**src/rtl/fir_pkg.sv**
```systemverilog
// Shared widths and default constants for the FIR chain, so fir_filter and
// the decimating output stage agree on sample sizes.
package fir_pkg;

    localparam int FIR_IN_W  = 8;   // fir_filter input sample width
    localparam int FIR_OUT_W = 16;  // fir_filter y width, feeds fir_decim_out

    localparam int DEC_OUT_W = 8;   // decimated output sample width
    localparam int DEC_SHIFT = 4;   // right shift after rounding
    localparam int DEC_DECIM = 4;   // keep one sample in every DEC_DECIM
    localparam int DEC_DEPTH = 4;   // output FIFO depth
    localparam int DROP_W    = 8;   // dropped-sample counter width

    // Width of a counter/pointer covering 0..n-1; never narrower than 1 bit.
    function automatic int ptr_w(input int n);
        return (n > 1) ? $clog2(n) : 1;
    endfunction

endpackage

```
**src/rtl/fir_decim_out_if.sv**
```systemverilog
// Sample stream into the output stage (valid only, no backpressure) and the
// valid/ready stream out of it towards the DAC or packetiser.
interface fir_decim_out_if
    import fir_pkg::*;
#(
    parameter int IN_W  = FIR_OUT_W,
    parameter int OUT_W = DEC_OUT_W
);
    logic [IN_W-1:0]  in_sample;
    logic             in_valid;
    logic [OUT_W-1:0] out_data;
    logic             out_valid;
    logic             out_ready;

    // Environment side: produces samples and consumes the output stream.
    modport master (
        output in_sample, in_valid, out_ready,
        input  out_data, out_valid
    );

    // Output stage side.
    modport slave (
        input  in_sample, in_valid, out_ready,
        output out_data, out_valid
    );
endinterface

```
**src/rtl/fir_out_fifo.sv**
```systemverilog
// Synchronous show-ahead FIFO: dout presents the head entry whenever the FIFO
// is not empty. A push while full is accepted only together with a pop.
module fir_out_fifo
    import fir_pkg::*;
#(
    parameter int WIDTH = DEC_OUT_W,
    parameter int DEPTH = DEC_DEPTH
) (
    input  logic             clk,
    input  logic             reset,
    input  logic             push,
    input  logic [WIDTH-1:0] din,
    input  logic             pop,
    output logic [WIDTH-1:0] dout,
    output logic             full,
    output logic             empty
);
    localparam int AW = ptr_w(DEPTH);

    logic [WIDTH-1:0] mem [DEPTH];
    logic [AW-1:0]    wr_ptr;
    logic [AW-1:0]    rd_ptr;
    logic [AW:0]      count;
    logic             do_push;
    logic             do_pop;

    assign full    = (count == (AW+1)'(DEPTH));
    assign empty   = (count == '0);
    assign do_pop  = pop && !empty;
    assign do_push = push && (!full || pop);
    // Empty FIFO shows zero rather than a stale entry.
    assign dout    = empty ? '0 : mem[rd_ptr];

    // Storage write; pointers alone decide which entries are live.
    // NOTE: the array has no reset -- an emptied FIFO never exposes its
    // contents, so clearing it would only cost reset fan-out.
    always_ff @(posedge clk) begin
        if (do_push) begin
            mem[wr_ptr] <= din;
        end
    end

    // Pointer and occupancy bookkeeping; pointers wrap naturally on AW bits.
    always_ff @(posedge clk) begin
        if (reset) begin
            wr_ptr <= '0;
            rd_ptr <= '0;
            count  <= '0;
        end else begin
            if (do_push) wr_ptr <= wr_ptr + 1'b1;
            if (do_pop)  rd_ptr <= rd_ptr + 1'b1;
            unique case ({do_push, do_pop})
                2'b10:   count <= count + 1'b1;
                2'b01:   count <= count - 1'b1;
                default: count <= count;
            endcase
        end
    end

endmodule

```
**src/rtl/fir_decim_out.sv**
```systemverilog
// Output stage behind fir_filter: keeps one sample in DECIM, rounds, shifts
// and saturates it to OUT_W bits, and queues it for a valid/ready consumer.
// Samples that find the queue full are dropped and counted.
module fir_decim_out
    import fir_pkg::*;
#(
    parameter int IN_W  = FIR_OUT_W,
    parameter int OUT_W = DEC_OUT_W,
    parameter int SHIFT = DEC_SHIFT,
    parameter int DECIM = DEC_DECIM,
    parameter int DEPTH = DEC_DEPTH
) (
    input  logic              clk,
    input  logic              reset,
    fir_decim_out_if.slave    bus,
    output logic              overflow,
    output logic [DROP_W-1:0] drop_count
);
    localparam int              PH_W    = ptr_w(DECIM);
    localparam logic [PH_W-1:0] PH_LAST = PH_W'(DECIM - 1);
    localparam logic [IN_W:0]   RND     = (IN_W+1)'(1) << (SHIFT - 1);
    localparam logic [IN_W:0]   SAT_MAX = (IN_W+1)'((1 << OUT_W) - 1);

    logic [PH_W-1:0]  phase;
    logic             keep;
    logic [IN_W:0]    rounded;
    logic [IN_W:0]    shifted;
    logic [OUT_W-1:0] sat_data;
    logic             stage_valid;
    logic [OUT_W-1:0] stage_data;
    logic             fifo_full;
    logic             fifo_empty;
    logic [OUT_W-1:0] fifo_dout;
    logic             pop;
    logic             drop;

    assign keep = bus.in_valid && (phase == '0);

    // Decimation phase: advances only on valid samples and wraps at DECIM-1.
    // NOTE: clocked state uses <= so every register sees pre-edge values.
    always_ff @(posedge clk) begin
        if (reset) begin
            phase <= '0;
        end else if (bus.in_valid) begin
            phase <= (phase == PH_LAST) ? '0 : phase + 1'b1;
        end
    end

    // Round half up in IN_W+1 bits, shift, then clamp to the OUT_W range.
    // NOTE: every output gets a default first so no path can infer a latch.
    always_comb begin
        rounded  = '0;
        shifted  = '0;
        sat_data = '0;
        rounded  = {1'b0, bus.in_sample} + RND;
        shifted  = rounded >> SHIFT;
        sat_data = (shifted > SAT_MAX) ? '1 : shifted[OUT_W-1:0];
    end

    // Stage register: holds the kept, scaled sample for one cycle before the FIFO.
    always_ff @(posedge clk) begin
        if (reset) begin
            stage_valid <= 1'b0;
            stage_data  <= '0;
        end else begin
            stage_valid <= keep;
            stage_data  <= sat_data;
        end
    end

    assign pop  = bus.out_valid && bus.out_ready;
    // A pop in the same cycle frees the slot, so full alone does not drop.
    assign drop = stage_valid && fifo_full && !pop;

    fir_out_fifo #(
        .WIDTH (OUT_W),
        .DEPTH (DEPTH)
    ) u_fifo (
        .clk   (clk),
        .reset (reset),
        .push  (stage_valid),
        .din   (stage_data),
        .pop   (pop),
        .dout  (fifo_dout),
        .full  (fifo_full),
        .empty (fifo_empty)
    );

    assign bus.out_data  = fifo_dout;
    assign bus.out_valid = !fifo_empty;

    // Drop accounting: sticky overflow flag and a saturating drop counter.
    always_ff @(posedge clk) begin
        if (reset) begin
            overflow   <= 1'b0;
            drop_count <= '0;
        end else if (drop) begin
            overflow <= 1'b1;
            if (drop_count != '1) begin
                drop_count <= drop_count + 1'b1;
            end
        end
    end

endmodule

```
**src/flat_wrapper.sv**
```systemverilog
// flat-port wrapper written by rule: the top's interface ports become plain ports
module fir_decim_out_flat import fir_pkg::*;
#(
    parameter int IN_W  = FIR_OUT_W,
    parameter int OUT_W = DEC_OUT_W,
    parameter int SHIFT = DEC_SHIFT,
    parameter int DECIM = DEC_DECIM,
    parameter int DEPTH = DEC_DEPTH
)
  (clk, reset, overflow, drop_count, bus_in_sample, bus_in_valid, bus_out_ready, bus_out_data, bus_out_valid);
  fir_decim_out_if #(.IN_W(IN_W), .OUT_W(OUT_W)) bus_i ();
  input  logic clk;
  input  logic reset;
  output logic overflow;
  output logic [DROP_W-1:0] drop_count;
  input wire logic [$bits(bus_i.in_sample)-1:0] bus_in_sample;
  input wire logic [$bits(bus_i.in_valid)-1:0] bus_in_valid;
  input wire logic [$bits(bus_i.out_ready)-1:0] bus_out_ready;
  output wire logic [$bits(bus_i.out_data)-1:0] bus_out_data;
  output wire logic [$bits(bus_i.out_valid)-1:0] bus_out_valid;
  assign bus_i.in_sample = bus_in_sample;
  assign bus_i.in_valid = bus_in_valid;
  assign bus_i.out_ready = bus_out_ready;
  assign bus_out_data = bus_i.out_data;
  assign bus_out_valid = bus_i.out_valid;
  fir_decim_out #(.IN_W(IN_W), .OUT_W(OUT_W), .SHIFT(SHIFT), .DECIM(DECIM), .DEPTH(DEPTH)) u_core (.clk(clk), .reset(reset), .bus(bus_i), .overflow(overflow), .drop_count(drop_count));
endmodule
```
**config.mk**
```make
export PLATFORM = sky130hd
export DESIGN_NAME = fir_decim_out_flat
export DESIGN_NICKNAME = d
export VERILOG_FILES = /design/src/rtl/fir_pkg.sv /design/src/rtl/fir_decim_out_if.sv /design/src/rtl/fir_out_fifo.sv /design/src/rtl/fir_decim_out.sv /design/src/flat_wrapper.sv
export SDC_FILE = /design/constraint.sdc
export NUM_CORES = 1
export LEC_CHECK = 0
export CAP_MARGIN = 20
export CORE_MARGIN = 2
export CORE_UTILIZATION = 53
export DETAILED_ROUTE_END_ITERATION = 6
export PLACE_DENSITY = 0.75
export RECOVER_POWER = 100
export SKIP_CTS_REPAIR_TIMING = 1
export SYNTH_ARGS = -nofsm -noshare
export SYNTH_HDL_FRONTEND = slang
export SYNTH_SLANG_ARGS = --single-unit
```
**constraint.sdc**
```tcl
create_clock -name clk -period 2.7 [get_ports clk]
set_clock_uncertainty 0.05 [all_clocks]
set_input_delay 0.54 -clock clk [delete_from_list [all_inputs] [get_ports clk]]
set_output_delay 0.54 -clock clk [all_outputs]
set_load 0.05 [all_outputs]
```
* After elaboration in Yosys (flattened, before gate mapping)
Memory sizes are Yosys's and may differ from the RTL's. A register that Yosys moved wholly into a read port is not among the register bits. Cells that the tools add are included.
Word-level totals: output and inout bits 18, memory bits (writable) 32, memories kept 1, bits in registers 27
Memories:
- u_core.u_fifo.mem | words 4, width 8, rd ports 1, clocked after Yosys merged registers in 1, write ports 1, RTL line fir_out_fifo.sv:20 | logic [WIDTH-1:0] mem [DEPTH];
Operators by class: mux-type cells 8, equality and inequality tests 5, reduce and logical (&&, ||, !) cells 14, $add $sub $neg 7, $lt $le $gt $ge 1
Operators with widths (number):
- 16-bit by 4-bit adder with 17-bit output, second input constant | 1
- 8-bit two-way mux | 2
- 13-bit by 8-bit > comparator with 1-bit output, second input constant | 1
- 8-bit by 1-bit adder with 8-bit output, second input constant | 1
- 8-bit != test, second input constant | 1
- 2-bit by 1-bit adder with 2-bit output, second input constant | 3
- 1-bit logical AND | 6
- 2-bit two-way mux | 3
- 3-bit one-hot mux with 2 select lines | 1
- 2-bit equality test, second input constant | 2
- 3-bit by 1-bit adder with 3-bit output, second input constant | 1
- 3-bit equality test, second input constant | 1
- 1-bit logical NOT | 3
- 3-bit logical NOT | 1
- 3-bit by 1-bit subtractor with 3-bit output, second input constant | 1
- 2-bit by 1-bit equality test with 1-bit output, second input constant | 1
- 2-bit logical NOT | 1
- 1-bit two-way mux | 2
- 2-bit AND reduction | 1
- 2-bit nonzero test | 1
- 1-bit logical OR | 1

* Depth between registers and ports, before layout
word-level depth 7, gate-level depth with buffers 10, depth with buffers taken out 9

* By module
Synthesis repeated with hierarchy kept, for this count alone.
Second synthesis, totals: cell total of the unflattened synthesis 213, area, all modules 2662.6 µm²
By module, submodules not included:
- fir_out_fifo | instances 1, cells each 105, area an instance 1706.6 µm², sequential area each 1141.1 µm²
- fir_decim_out | instances 1, cells each 108, area an instance 955.9 µm², sequential area each 400.4 µm²

* Least setup slack after synthesis
No wires, ideal clock.
path kind input to register, start point input port bus_out_ready, end point register u_core.u_fifo.count[2], library setup time 0.070 ns, data required time 2.580 ns, setup slack 0.162 ns, stages on the path 10, arrival time 2.417 ns, path through nor4b_4 -> and2b_2 -> clkbuf_1 -> inv_1 -> ha_1 -> inv_1 -> fa_1 -> xor2_1 -> or3_1 -> a21oi_1
On the way: cells in the longest elaborated chain, start to end 5, elaborated cells between the ends (all ways) 8, classes of those cells eq/ne (2); mux (1); reduce/logical (5)
Ends and longest elaborated chain:
- start, declared | RTL line flat_wrapper.sv:18 | input wire logic [$bits(bus_i.out_ready)-1:0] bus_out_ready;
- 1-bit logical AND * | RTL line fir_decim_out.sv:71 | assign pop = bus.out_valid && bus.out_ready;
- 1-bit logical OR | RTL line fir_out_fifo.sv:30 | assign do_push = push && (!full || pop);
- 1-bit logical AND | RTL line fir_out_fifo.sv:30
- 2-bit by 1-bit equality test with 1-bit output / 2-bit equality test (equally long branches) | RTL line fir_out_fifo.sv:52 | unique case ({do_push, do_pop})
- 3-bit one-hot mux with 2 select lines / 2-bit nonzero test (equally long branches)
- end signal, assigned | RTL line fir_out_fifo.sv:53 | 2'b10: count <= count + 1'b1;
- end signal, assigned | RTL line fir_out_fifo.sv:54 | 2'b01: count <= count - 1'b1;
- end signal, assigned | RTL line fir_out_fifo.sv:55 | default: count <= count;
- end, declared | RTL line fir_out_fifo.sv:23 | logic [AW:0] count;
Mark *: on every way between the ends. The rest lies on a longest branch, timed or not. A chain may end at the register's enable or synchronous reset.

* Worst setup path after layout
start point register u_core.u_fifo.count[0], end point output port bus_out_valid
On the way: cells in the longest elaborated chain, start to end 2
Ends and longest elaborated chain:
- 3-bit logical NOT | RTL line fir_out_fifo.sv:28 | assign empty = (count == '0);
- 1-bit logical NOT | RTL line fir_decim_out.sv:90 | assign bus.out_valid = !fifo_empty;
- end, declared | RTL line flat_wrapper.sv:20 | output wire logic [$bits(bus_i.out_valid)-1:0] bus_out_valid;
No other way between the ends.

==> reports/results.tsv <==
metric	value	unit
rsz0062_at_grt	false	
antenna_left	0	
yosysTopAreaCell	edfxtp_1	
cp.required	2110	ps
start_util	54.89	%
drcViolationCount	0	
p_int	0.001708	W
placed_cell_area	3014	sq um
yosys.cell_types.count	32	
antenna_found_initial	0	
core	4723	sq um
maxCapViolCount	0	
synth_top_area_share	37.07	%
arrival	2040	ps
critPathLaunchType	flip-flop	
worst_pin_slew	847.1	ps
dp_slack	-223.7	ps
slew_headroom	43.52	%
reg2regPathDepth	9	
via_per_inst	5.109	
maxSlewViolCount	0	
ys_seq_elements	61	
pwr-share-clk	29.4	%
clock_latency	320	ps
p_leak	1.143	nW
drt_iter0_markers	108	
yosysWarnings	0	
hold_viol	0	
drt_wl_total	4359	microns
status	completed	
grt_util_all_layers	18.19	%
grt_max_degree	21	
cts_tree	done	
power_density	799.0	nW/um^2
ioPinCount	38	
p_comb_share	26.9	%
p_sw	0.0008239	W
grt_overflow_total	0	
num_rows	25	
vias	1645	
syn_area	2592	sq um
vdd_drop_max	333.2	uV
gp_congestion	0.7807	
grt_pass1_vias	1560	
fin_nets	280	
cts-root-buf	clkbuf_8	
synth_nets	236	
hold_ws	416.3	ps
netlist_instances	206	
dieArea	5467	sq um
die_width	73.94	microns
postSynthAreaPerCell	12.58	sq um
dr.pass1.iters	4	
drive_gt1_share	14.51	%
layout.cells.non_filler	322	
area_delta_synth_final	22.25	%
setup-violations-final	0	
fin_area	3169	sq um
numPortBuffers	34	
period_needed	2633	ps
layout_setup_ws	67.03	ps
diodes	0	
dp_cells	306	
wl_per_cell	13.54	microns
crit_type	reg2out	
p_sw_share	32.54	%
numClockSinks	61	
hp-class	reg2reg	
hpwl	2990	microns
fmax	379.8	MHz
fp.dieH	73.94	microns
power.total	0.002532	W
min_path_cells	0	
grt_pass1_wl	7293	microns
crit_fanout	11	
p_seq_share	43.7	%
cts-buffers-inserted	9	
cts.path.max_buffers	2	
netlist_top_cells_area	edfxtp_1 (37%), dfxtp_1 (22%), mux4_2 (6.9%), ha_1 (4.3%), and2_1 (3.1%)	
min_period_over_period	97.52	%
clk_pin_slew	70	ps
critPathCaptureType	output pin	
ys_seq_area_share	59.46	%
htree_levels	3	
sequential cells by signal (all words and copies together), names as in the netlist, named ones only:
| name | flops |
|---|---|
| u_core.u_fifo.count | 3 |
| u_core.overflow | 1 |
| u_core.stage_valid | 1 |
| u_core.u_fifo.mem | 32 |
| u_core.drop_count | 8 |
| u_core.u_fifo.wr_ptr | 2 |
| u_core.stage_data | 8 |
| u_core.phase | 2 |
| u_core.u_fifo.rd_ptr | 2 |
path summary, 6_finish.rpt:
path	from	end	slack, ps
setup / recovery	u_core.u_fifo.count[0]	bus_out_valid	70
hold / removal	u_core.stage_data[7]	u_core.u_fifo.mem[0][7]	420
setup reg to reg	u_core.u_fifo.count[0]	u_core.u_fifo.count[2]	370
hold reg to reg	u_core.stage_data[7]	u_core.u_fifo.mem[0][7]	420
worst max-delay path: stages (launching register included):
cell             delay [ps]
dfxtp_1                 370
or3_2                   600
clkdlybuf4s50_1         750
power groups by stage:
stage                     combinational (W)  clock, W  sequential (W)
after floorplan                    0.000548         0         0.00108
after global placement             0.000702         0         0.00113
after detailed placement           0.000714         0         0.00113
after CTS                          0.000718  0.000762         0.00111
after global routing               0.000732  0.000796         0.00112
final                              0.000681  0.000745         0.00111
layer usage:
metal	vias up	wire length, microns	global-route usage, %
li1	836	-	-
met1	764	2102	25.11
met2	39	1992	26.59
met3	6	195	5.149
met4	0	70	9.091
met5	-	0	0
per-stage QoR:
stage	TNS, ps	utilization, %
after floorplan	0	-
after global placement	-116.8	63.81
after detailed placement	-223.7	63.81
after CTS	0	67.66
after global routing	0	67.10
final	0	67.10
cell usage after synthesis, drive strengths merged:
cell type / count
a21oi: 16
and2: 13
and2b: 1
and3: 2
buf: 2
clkbuf: 5
dfxtp: 29
edfxtp: 32
fa: 1
ha: 9
inv: 15
mux2i: 4
mux4: 8
nand2: 5
nand2b: 1
nand3: 7
nand4: 3
nor2: 16
nor3: 4
nor4: 1
nor4b: 1
o21ai: 4
o311ai: 3
o31ai: 2
o41ai: 3
or3: 4
or3b: 1
or4: 2
xnor2: 7
xor2: 5
layout by cell type, fill, tap and decap left out, types with 2 or more instances in the layout:
cell type,synthesis,routed
ha_1,9,9
nand3_1,7,7
and3_1,2,2
o41ai_1,3,3
dfxtp_1,29,29
o31ai_1,2,2
clkbuf_4,0,2
nand2_1,5,5
xnor2_1,7,7
clkdlybuf4s50_1,0,16
mux2i_1,4,4
nor3_1,4,4
clkbuf_1,5,4
or4_1,2,2
a21oi_1,16,16
edfxtp_1,32,32
inv_1,15,15
buf_4,0,3
or3_1,3,3
and2_0,0,4
nor2_1,16,16
and2_1,13,9
o21ai_0,4,4
nand4_1,3,3
clkbuf_8,0,9
o311ai_0,3,3
clkinv_2,0,4
dlygate4sd3_1,0,10
xor2_1,5,5
buf_2,1,6
mux4_2,8,8
cells by family after synthesis:
family | Yosys count | synth area share [%]
AO/OA/AOI/OAI | 28 | 6.468
AND/OR/NAND/NOR | 61 | 13.18
multiplexers | 12 | 8.494
flip-flops | 61 | 59.46
adder cells (fa/ha/maj) | 10 | 5.116
XOR/XNOR | 12 | 4.054
buffers and inverters | 22 | 3.233
final cells by class:
| class | instances | area (sq um) |
|---|---|---|
| fill | 371 | 1554 |
| multi-input combinational | 123 | 967.2 |
| inverter | 15 | 56.30 |
| timing repair buffer | 40 | 339.1 |
| sequential | 61 | 1541 |
| clock buffer | 10 | 127.6 |
| tap | 67 | 83.83 |
| clock inverter | 6 | 53.80 |
No activity file was read; power rests on OpenSTA's default activity.
